**config.mk**
```make
export PLATFORM = sky130hd
export DESIGN_NAME = reg_dump_reader
export DESIGN_NICKNAME = d
export VERILOG_FILES = /design/src/rtl/reg_dump_reader.sv
export SDC_FILE = /design/constraint.sdc
export NUM_CORES = 1
export LEC_CHECK = 0
export BUFFER_PORTS_ARGS = -buffer_cell sky130_fd_sc_hd__buf_2
export CORE_UTILIZATION = 33
export DETAILED_ROUTE_END_ITERATION = 6
export GPL_ROUTABILITY_DRIVEN = 0
export PLACE_DENSITY_LB_ADDON = 0.15
export SLEW_MARGIN = 30
export SYNTH_ARGS = -nofsm -noshare
export SYNTH_HDL_FRONTEND = slang
export SYNTH_SLANG_ARGS = --single-unit
```
**constraint.sdc**
```tcl
create_clock -name clk_i -period 3.6 [get_ports clk_i]
set_input_delay 0.36 -clock clk_i [delete_from_list [all_inputs] [get_ports clk_i]]
set_output_delay 0.36 -clock clk_i [all_outputs]
set_load 0.05 [all_outputs]
```
**src/rtl/reg_dump_reader.sv**
```systemverilog
// Register-bank dump controller: walks a contiguous range of register addresses, captures each
// read value and streams (index, data) words out over a valid/ready handshake.
module reg_dump_reader #(
   parameter int unsigned NUM_REGS  = 32,
   parameter int unsigned FIRST_REG = 0,
   parameter int unsigned DATA_W    = 32,
   parameter int unsigned ADDR_W    = 5
) (
   input  logic              clk_i,
   input  logic              reset_i,
   input  logic              start_i,
   input  logic              abort_i,
   output logic [ADDR_W-1:0] rd_addr_o,
   input  logic [DATA_W-1:0] rd_data_i,
   output logic              out_valid_o,
   input  logic              out_ready_i,
   output logic [DATA_W-1:0] out_data_o,
   output logic [ADDR_W-1:0] out_index_o,
   output logic              busy_o,
   output logic              done_o
);

   typedef enum logic [1:0] {StIdle, StRead, StSend, StDone} state_e;

   localparam logic [ADDR_W-1:0] FirstIdx = ADDR_W'(FIRST_REG);
   localparam logic [ADDR_W-1:0] LastIdx  = ADDR_W'(FIRST_REG + NUM_REGS - 1);

   state_e              state_q;
   logic [ADDR_W-1:0]   cnt_q;
   logic [ADDR_W-1:0]   rd_addr_q;
   logic                out_valid_q;
   logic [DATA_W-1:0]   out_data_q;
   logic [ADDR_W-1:0]   out_index_q;
   logic                done_q;

   always_ff @(posedge clk_i or posedge reset_i) begin
      if (reset_i) begin
         state_q     <= StIdle;
         cnt_q       <= '0;
         rd_addr_q   <= '0;
         out_valid_q <= 1'b0;
         out_data_q  <= '0;
         out_index_q <= '0;
         done_q      <= 1'b0;
      end else begin
         done_q <= 1'b0;
         if (abort_i) begin
            // A word still waiting for the sink is dropped, and no completion is signalled.
            state_q     <= StIdle;
            out_valid_q <= 1'b0;
         end else begin
            unique case (state_q)
               StIdle: begin
                  if (start_i) begin
                     state_q   <= StRead;
                     cnt_q     <= FirstIdx;
                     rd_addr_q <= FirstIdx;
                  end
               end
               StRead: begin
                  out_data_q  <= rd_data_i;
                  out_index_q <= cnt_q;
                  out_valid_q <= 1'b1;
                  state_q     <= StSend;
               end
               StSend: begin
                  if (out_ready_i) begin
                     out_valid_q <= 1'b0;
                     // Compare before incrementing so a full 32-entry walk never wraps.
                     if (cnt_q == LastIdx) begin
                        state_q <= StDone;
                        done_q  <= 1'b1;
                     end else begin
                        cnt_q     <= cnt_q + 1'b1;
                        rd_addr_q <= cnt_q + 1'b1;
                        state_q   <= StRead;
                     end
                  end
               end
               StDone: begin
                  state_q <= StIdle;
               end
               default: begin
                  state_q <= StIdle;
               end
            endcase
         end
      end
   end

   assign busy_o      = (state_q == StRead) || (state_q == StSend);
   assign rd_addr_o   = rd_addr_q;
   assign out_valid_o = out_valid_q;
   assign out_data_o  = out_data_q;
   assign out_index_o = out_index_q;
   assign done_o      = done_q;

endmodule

```
==> results of run 1 <==
==> worst max-delay path, delay by kind of cell, from the launching register on <==
kind / cells / cell delay, ps
DFF: 1 / 440
AOI/OAI and AO/OA: 1 / 380
and+or+nand+nor: 2 / 380
muxes: 1 / 330
adders and majority gates: 2 / 480
==> logic make-up (layout without fill, tap and decap cells) <==
| logic type | after synthesis | in the layout |
|---|---|---|
| multiplexers | 42 | 42 |
| buffers and inverters | 10 | 94 |
| flip-flops | 46 | 46 |
| AO/OA/AOI/OAI | 11 | 11 |
| AND/OR/NAND/NOR | 20 | 20 |
| adder cells (fa/ha/maj) | 6 | 6 |
==> cell type report <==
type	instances	area (µm²)	area share
repair buffers	82	412.9	0.1578
well taps	75	93.84	0.03587
inverters	5	21.27	0.008130
flip-flops and latches	46	1151	0.4400
clock buffers	7	76.32	0.02917
multi-input cells	79	860.8	0.3290
==> cells in the final DEF (no fill, tap or decap), types with 2 or more instances in the layout <==
cell type / instances
sky130_fd_sc_hd__nor2_1: 2
sky130_fd_sc_hd__ha_1: 6
sky130_fd_sc_hd__clkbuf_8: 5
sky130_fd_sc_hd__clkbuf_1: 2
sky130_fd_sc_hd__inv_1: 4
sky130_fd_sc_hd__dfrtp_1: 46
sky130_fd_sc_hd__mux2_2: 7
sky130_fd_sc_hd__a21oi_1: 3
sky130_fd_sc_hd__and3_1: 3
sky130_fd_sc_hd__mux2i_1: 4
sky130_fd_sc_hd__mux2_4: 31
sky130_fd_sc_hd__buf_2: 81
sky130_fd_sc_hd__nand2_1: 3
sky130_fd_sc_hd__nor2b_1: 2
sky130_fd_sc_hd__nand2b_1: 4
sky130_fd_sc_hd__nand4_1: 2
==> metrics by stage <==
step | instance area, µm² | util | hold slack (ps) | worst slack [ps] | total power (W)
after floorplan | 2076 | - | 423.1 | 1355 | 0.001915
after global placement | 2537 | 0.4236 | 487.1 | 1515 | 0.002185
after detailed placement | 2540 | 0.4240 | 477.5 | 1478 | 0.002191
after CTS | 2616 | 0.4367 | 150.1 | 1468 | 0.002500
after global routing | 2616 | 0.4367 | 185.7 | 1393 | 0.002600
final | 2616 | 0.4367 | 122.5 | 1474 | 0.002463
==> worst max-delay path by stage <==
stage	startpoint	cells after the start	slack [ps]	endpoint
2_1_floorplan	rd_addr_o[0]	6	1350	rd_addr_o[0]
4_1_cts	rd_addr_o[0]	6	1470	rd_addr_o[0]
6_report	rd_addr_o[0]	6	1470	rd_addr_o[0]
5_1_grt	rd_addr_o[0]	6	1390	rd_addr_o[0]
3_3_place_gp	rd_addr_o[0]	6	1520	rd_addr_o[0]
3_5_place_dp	rd_addr_o[0]	6	1480	rd_addr_o[0]
==> routing by layer <==
metal	track usage	part of all wire	vias to the layer above
met1	0.1580	0.46	653
met2	0.2092	0.45	46
li1	-	-	640
met4	0.04821	0.011	0
met5	0	0	-
met3	0.04607	0.074	4
==> flip-flops by register name, indices dropped and copies added, names as in the netlist <==
| register | count |
|---|---|
| out_valid_o | 1 |
| out_index_o | 5 |
| done_o | 1 |
| out_data_o | 32 |
| rd_addr_o | 5 |
| state_q | 2 |
==> where the power goes <==
part           internal (W)  switching, W  total, W  leakage (nW)
combinational      0.000425      0.000933   0.00136         0.737
sequential         0.000715      0.000101  0.000816         0.571
clock              0.000134      0.000155  0.000289        0.0383
total               0.00127       0.00119   0.00246          1.35
==> summary.md, run 1 <==
| Metric | Value |
|---|---|
| Compound-Gate Fraction of Synth Area | `0.03858` |
| Gate count of the mapped netlist | `135` |
| Portion of netlist area occupied by mux cells | `0.2815` |
| Post-CTS clock slew at the launch and capture registers of the worst setup and hold paths | `80 ps` |
| Layout cells sized above 1 | `0.5890` |
| Number of resized instances in the post-cts repair step | `0` |
| Number of clock sinks seen by CTS | `46` |
| Avg Vias per Cell | `4.568` |
| Number of primary I/O pins | `82` |
| Final antenna diode count | `0` |
| Arrival time of the worst setup path | `2300 ps` |
| Most repeated cell in the gate-level netlist after synthesis | `sky130_fd_sc_hd__dfrtp_1` |
| Congestion Overflow GR | `0` |
| Vias post-DR | `1343` |
| Number of iterations in the first detailed-routing pass | `4` |
| Initial core utilization | `0.3465` |
| Worst vdd rail ir drop | `0.4638 mV` |
| Req. time, crit path | `3770 ps` |
| Tot GR Track Use | `0.1297` |
| Reg2reg end | `rd_addr_o[0]` |
| Hold crit path type | `in -> async` |
| Fraction of the mapped netlist area in simple logic gates | `0.05606` |
| Cell mode on critical path | `sky130_fd_sc_hd__ha_1` |
| HPWL after detailed placement | `2858 µm` |
| Cell count after placement | `287` |
| Xor and xnor area share after synthesis | `0` |
| Area share of fa/ha/maj cells after synthesis | `0.03617` |
| Path type of the worst setup path | `reg -> reg` |
| Primary FF master, synth | `sky130_fd_sc_hd__dfrtp_1` |
| Layout Nets | `262` |
| Post-route minimum period | `2126 ps` |
| Routed wire length per instance | `13.93 µm` |
| Most frequent cells after synthesis | `sky130_fd_sc_hd__dfrtp_1, sky130_fd_sc_hd__mux2_4, sky130_fd_sc_hd__mux2_2` |
| PwrDens | `941.5 nW/µm²` |
| Number of synthesized flops with an enable pin | `0` |
| Antenna violations before repair | `0` |
| Register-to-Register Setup Slack | `1470 ps` |
| Worst R2R Start | `rd_addr_o[0]` |
| Mean instance size in the synthesized netlist | `15.38 µm²` |
| RSZ-0062 raised after global routing | `false` |
| Depth of the most critical reg-to-reg path | `6` |
| Wire length of the first global-routing pass | `6334 µm` |
| Synth Cell Area | `2076 µm²` |
| Share of async-settable or async-resettable flops after synthesis | `1.000` |
| Post-route DRC | `0` |
| Largest family of logic cells by synthesized area | `multiplexers` |
| #FFs+latches synth | `46` |
| Number of DRC violations after detailed-routing iteration 0 | `39` |
| Total wirelength of the detailed-routed design | `4094 µm` |
| Worst Path Max Fanout | `7` |
| Standard cell with the maximum stage delay on the critical path | `sky130_fd_sc_hd__dfrtp_1` |
| Tcrit/Tclk final | `0.5906` |
| Clk_lat worst skew | `290 ps` |
| Final setup violating endpoints | `0` |
| Outcome | `complete, no violations` |
| Via count of the first global-routing pass | `1351` |
| Clock tree from TritonCTS | `yes` |
| Number of distinct library cell variants in the gate-level netlist after synthesis | `27` |
| Number of port buffers | `81` |
| # H-tree levels | `2` |
| Buffer levels on the longest clock path | `2` |
| Sequential fraction of the synthesis area | `0.5546` |
| Post CTS Setup Buffer Count | `0` |
| Count of endpoints failing hold in the final timing report | `0` |
| Final cell count without fillers | `294` |
| Core outline area | `5991 µm²` |
| Max capacitance violation total | `0` |
| Leakage power total | `1.347 nW` |
| Kind of capture point of the worst setup path | `register` |
| Final ANT Viol Nets | `0` |
| Final-report max-slew violation count | `0` |
| Synth-to-layout area growth | `26.04%` |
| Maximum number of pins on one net before global-route repair | `47` |
| Placement Rows | `28` |
| Warnings from Yosys | `0` |
| Number of CTS-inserted buffers | `5` |
| Upper clock frequency limit | `470.4 MHz` |
| Hold Buf Count CTS | `0` |
| Proportion of netlist area held by the largest area contributor | `0.5546` |
| Root buffer cell | `sky130_fd_sc_hd__clkbuf_8` |
| Cells traversed along the worst timing path | `ha_1, and3_1, ha_1, nand2b_1, a211oi_2, mux2_4` |
| Top cells by area in the synthesized netlist | `sky130_fd_sc_hd__dfrtp_1, sky130_fd_sc_hd__mux2_4, sky130_fd_sc_hd__mux2_2, sky130_fd_sc_hd__ha_1, sky130_fd_sc_hd__buf_6` |
| Vertical die dimension | `81.31 µm` |
| Normalized max-slew margin | `0.5742` |
| Worst clock skew on the final layout | `6.524 ps` |
| Nets in the synthesized netlist | `178` |
| Startpoint types | `register` |
| DIE WIDTH | `81.31 µm` |
| Number of fill cells in the layout | `560` |
| Area of the die | `6611 µm²` |
| Largest area contributor in the synthesized netlist | `sky130_fd_sc_hd__dfrtp_1` |
| Transition time of the tightest slew-check pin | `638.7 ps` |
| Slowest Stage Delay on Critical Path | `440 ps` |
| Setup total negative slack | `0 ps` |
(Power assumes the default switching activity.)
==> inputs of run 2 (changes only) <==
--- a/config.mk
+++ b/config.mk
@@ -5,6 +5,7 @@
 export SDC_FILE = /design/constraint.sdc
 export NUM_CORES = 1
 export LEC_CHECK = 0
+export ABC_AREA = 1
 export BUFFER_PORTS_ARGS = -buffer_cell sky130_fd_sc_hd__buf_2
 export CORE_UTILIZATION = 33
 export DETAILED_ROUTE_END_ITERATION = 6
==> constraint.sdc (replaced) <==
create_clock -name clk_i -period 2.2 [get_ports clk_i]
set_input_delay 0.22 -clock clk_i [delete_from_list [all_inputs] [get_ports clk_i]]
set_output_delay 0.22 -clock clk_i [all_outputs]
set_load 0.05 [all_outputs]
==> run 2 against run 1 <==
  * First-iteration DRC count is 97% higher
  * Register-to-register slack lost 1000 ps
  * Worst setup slack got worse by 1000 ps
  * Critical endpoint is now out_data_o[19]
  * Power rose by 82%
  * Highest routed layer unchanged
==> summary.md, run 2 <==
| Metric | Value |
|---|---|
| Cell count after placement | `307 (+7.0%)` |
| Placement Rows | `28 (unchanged)` |
| Worst slack after detailed placement | `444.5 ps (-1034 ps)` |
| Commonest non-fill, non-tap cells in the layout | `sky130_fd_sc_hd__buf_2, sky130_fd_sc_hd__dfrtp_1, sky130_fd_sc_hd__mux2_4, sky130_fd_sc_hd__nand2_1, sky130_fd_sc_hd__inv_1` |
| Worst vdd rail ir drop | `0.7939 mV (+71%)` |
| Vertical die dimension | `80.81 µm (-0.62%)` |
| Number of buffer and inverter stages on the critical path | `1 (+1)` |
| Area of the die | `6529 µm² (-1.2%)` |
| Final setup violating endpoints | `0 (unchanged)` |
| Startpoint types | `register` |
| Combined area of the multi-input logic cells | `795.8 µm² (-7.6%)` |
| RSZ-0062 raised after global routing | `false` |
| Count of endpoints failing hold in the final timing report | `0 (unchanged)` |
| Synth-to-layout area growth | `26.98%` |
| Number of fill cells in the layout | `600 (+7.1%)` |
| Largest area contributor in the synthesized netlist | `sky130_fd_sc_hd__dfrtp_1` |
| Share of async-settable or async-resettable flops after synthesis | `1.000 (unchanged)` |
| Synth Cell Area | `2049 µm² (-1.3%)` |
| Worst clock skew on the final layout | `3.086 ps (-3.439 ps)` |
| Req. time, crit path | `2380 ps (-1390 ps)` |
| Avg Vias per Cell | `4.444 (-2.7%)` |
| Number of distinct library cell variants in the gate-level netlist after synthesis | `22 (-19%)` |
| Most frequent cells after synthesis | `sky130_fd_sc_hd__dfrtp_1, sky130_fd_sc_hd__mux2_4, sky130_fd_sc_hd__nand2_1` |
| Layout cells sized above 1 | `0.5333 (-0.05571)` |
| Post-CTS clock slew at the launch and capture registers of the worst setup and hold paths | `80 ps (about the same)` |
| Cells traversed along the worst timing path | `inv_1, ha_1, nand2_4, mux2_2` |
| Tcrit/Tclk final | `0.7952 (+0.2046)` |
| Number of port buffers | `81 (unchanged)` |
| Max capacitance violation total | `0 (unchanged)` |
| Number of CTS-inserted buffers | `5 (unchanged)` |
| DIE WIDTH | `80.81 µm (-0.62%)` |
| Final worst setup slack | `450.6 ps (-1023 ps)` |
| Warnings from Yosys | `0 (unchanged)` |
| Maximum number of pins on one net before global-route repair | `44 (-6.4%)` |
| Transition time of the tightest slew-check pin | `675.7 ps (+36.96 ps)` |
| Congestion Overflow GR | `0 (unchanged)` |
| Layout Nets | `283 (+8.0%)` |
| Normalized max-slew margin | `0.5491 (-0.02504)` |
| Top cells by area in the synthesized netlist | `sky130_fd_sc_hd__dfrtp_1, sky130_fd_sc_hd__mux2_4, sky130_fd_sc_hd__nand2_1, sky130_fd_sc_hd__ha_1, sky130_fd_sc_hd__o21ai_0` |
| Setup total negative slack | `0 ps (unchanged)` |
| Post-route minimum period | `1749 ps (-376.6 ps)` |
| Antenna violations before repair | `0 (unchanged)` |
| Most common library cell in the layout ignoring fill and taps | `sky130_fd_sc_hd__buf_2` |
| Initial core utilization | `0.3441 (-0.002374)` |
| Path type of the worst setup path | `reg -> reg` |
| Upper clock frequency limit | `571.6 MHz (+22%)` |
| Final antenna diode count | `0 (unchanged)` |
| Cell family with most CP delay | `simple AND/OR/NAND/NOR gates` |
| Nets in the synthesized netlist | `197 (+11%)` |
| Final-report max-slew violation count | `0 (unchanged)` |
| Worst Path Max Fanout | `43 (+36)` |
| Number of primary I/O pins | `82 (unchanged)` |
| Wire length of the first global-routing pass | `6851 µm (+8.2%)` |
| Number of clock sinks seen by CTS | `46 (unchanged)` |
| Most repeated cell in the gate-level netlist after synthesis | `sky130_fd_sc_hd__dfrtp_1` |
| Kind of capture point of the worst setup path | `register` |
| Number of DRC violations after detailed-routing iteration 0 | `77 (+97%)` |
| Leakage power total | `1.441 nW (+7.0%)` |
| #FFs+latches synth | `46 (unchanged)` |
| Core outline area | `5956 µm² (-0.58%)` |
| Number of synthesized flops with an enable pin | `0 (unchanged)` |
| Final cell count without fillers | `315 (+7.1%)` |
| Buffer levels on the longest clock path | `2 (unchanged)` |
| Clk_lat worst skew | `290 ps (about the same)` |
| Post-route DRC | `0 (unchanged)` |
| Final ANT Viol Nets | `0 (unchanged)` |
| PwrDens | `1720 nW/µm² (+83%)` |
| Proportion of netlist area held by the largest area contributor | `0.5617 (+0.007110)` |
| Flip-flop count of the largest register, all copies and words added | `32 (unchanged)` |
| Hold crit path type | `in -> reg` |
| Clock tree from TritonCTS | `yes` |
| Tot GR Track Use | `0.1378 (+0.008101)` |
| Total wirelength of the detailed-routed design | `4095 µm (about the same)` |
| Sequential fraction of the synthesis area | `0.5617 (+0.007110)` |
| Number of iterations in the first detailed-routing pass | `4 (unchanged)` |
| Root buffer cell | `sky130_fd_sc_hd__clkbuf_8` |
| Routed wire length per instance | `13.00 µm (-6.6%)` |
| Gate count of the mapped netlist | `154 (+14%)` |
| Standard cell with the maximum stage delay on the critical path | `sky130_fd_sc_hd__nand2_4` |
| Post CTS Setup Buffer Count | `0 (unchanged)` |
| Mean instance size in the synthesized netlist | `13.31 µm² (-13%)` |
| Via count of the first global-routing pass | `1445 (+7.0%)` |
| # H-tree levels | `2 (unchanged)` |
| HPWL after detailed placement | `2922 µm (+2.3%)` |
| Primary FF master, synth | `sky130_fd_sc_hd__dfrtp_1` |
| Arrival time of the worst setup path | `1930 ps (-370 ps)` |
| Slowest Stage Delay on Critical Path | `520 ps (+80 ps)` |
| Register area | `1151 µm² (unchanged)` |
| Vias post-DR | `1400 (+4.2%)` |
| Outcome | `complete, no violations` |
-- run 2: final timing paths --
path | from | end | slack, ps | cells past startpoint
max in group asynchronous | reset_i | out_data_o[19] | 1120 | 4
min reg2reg | out_index_o[4] | out_index_o[4] | 480 | 2
max | state_q[1] | out_data_o[19] | 450 | 4
min | abort_i | done_o | 120 | 2
max reg2reg | state_q[1] | out_data_o[19] | 450 | 4
min in group asynchronous | reset_i | out_data_o[1] | 510 | 3
-- run 2: stage by stage --
step | area [µm²] | hold WS, ps | total power, W | util
global placement | 2514 | 275.2 | 0.004017 | 0.4221
finish | 2603 | 116.5 | 0.004476 | 0.4370
floorplan | 2049 | 292.5 | 0.003543 | -
CTS | 2603 | 104.4 | 0.004535 | 0.4370
detailed placement | 2514 | 282.7 | 0.004029 | 0.4221
global route | 2603 | 109.7 | 0.004756 | 0.4370
-- run 2: power breakdown --
group | total, W | internal (W) | switching [W] | leakage [nW]
logic | 0.00260 | 0.000841 | 0.00176 | 0.827
registers | 0.00140 | 0.00120 | 0.000196 | 0.571
clock network | 0.000482 | 0.000214 | 0.000269 | 0.0438
total | 0.00448 | 0.00226 | 0.00222 | 1.44
-- run 2: worst reg2reg max path: cells and delay by family, from the launching register on --
kind / cells / cell delay, ps
AND/OR/NAND/NOR: 1 / 520
multiplexers: 1 / 420
adder cells (fa/ha/maj): 1 / 230
buffers and inverters: 1 / 90
flip-flops: 1 / 370
-- run 2: area by class of cell --
| class | instances | area share |
|---|---|---|
| multi-input combinational | 89 | 0.3058 |
| clock buffer | 5 | 0.02644 |
| clock inverter | 2 | 0.003846 |
| timing repair buffer | 84 | 0.1654 |
| sequential | 46 | 0.4423 |
| tap | 75 | 0.03606 |
| inverter | 14 | 0.02019 |
-- run 2: logic make-up (layout without fill, tap and decap cells) --
group / count (synthesis) / in the layout / share of synthesized area
mux: 32 / 32 / 0.2289
simple gates: 35 / 35 / 0.07936
compound gates: 16 / 16 / 0.04334
flops: 46 / 46 / 0.5617
fa+ha+maj: 6 / 6 / 0.03663
buf+inv: 19 / 105 / 0.05006
-- run 2: what timing repair did --
| action | in CTS | in global routing |
|---|---|---|
| hold buffers | 1 | 0 |
| endpoints found under the hold margin | 21 | 0 |
| gates resized for setup | 0 | 0 |
-- run 2: routing by layer --
metal,GRT usage,vias up,part of all wire
li1,-,678,-
met1,0.1853,668,0.45
met2,0.2042,48,0.46
met3,0.04831,6,0.077
met4,0.04821,0,0.012
met5,0,-,0
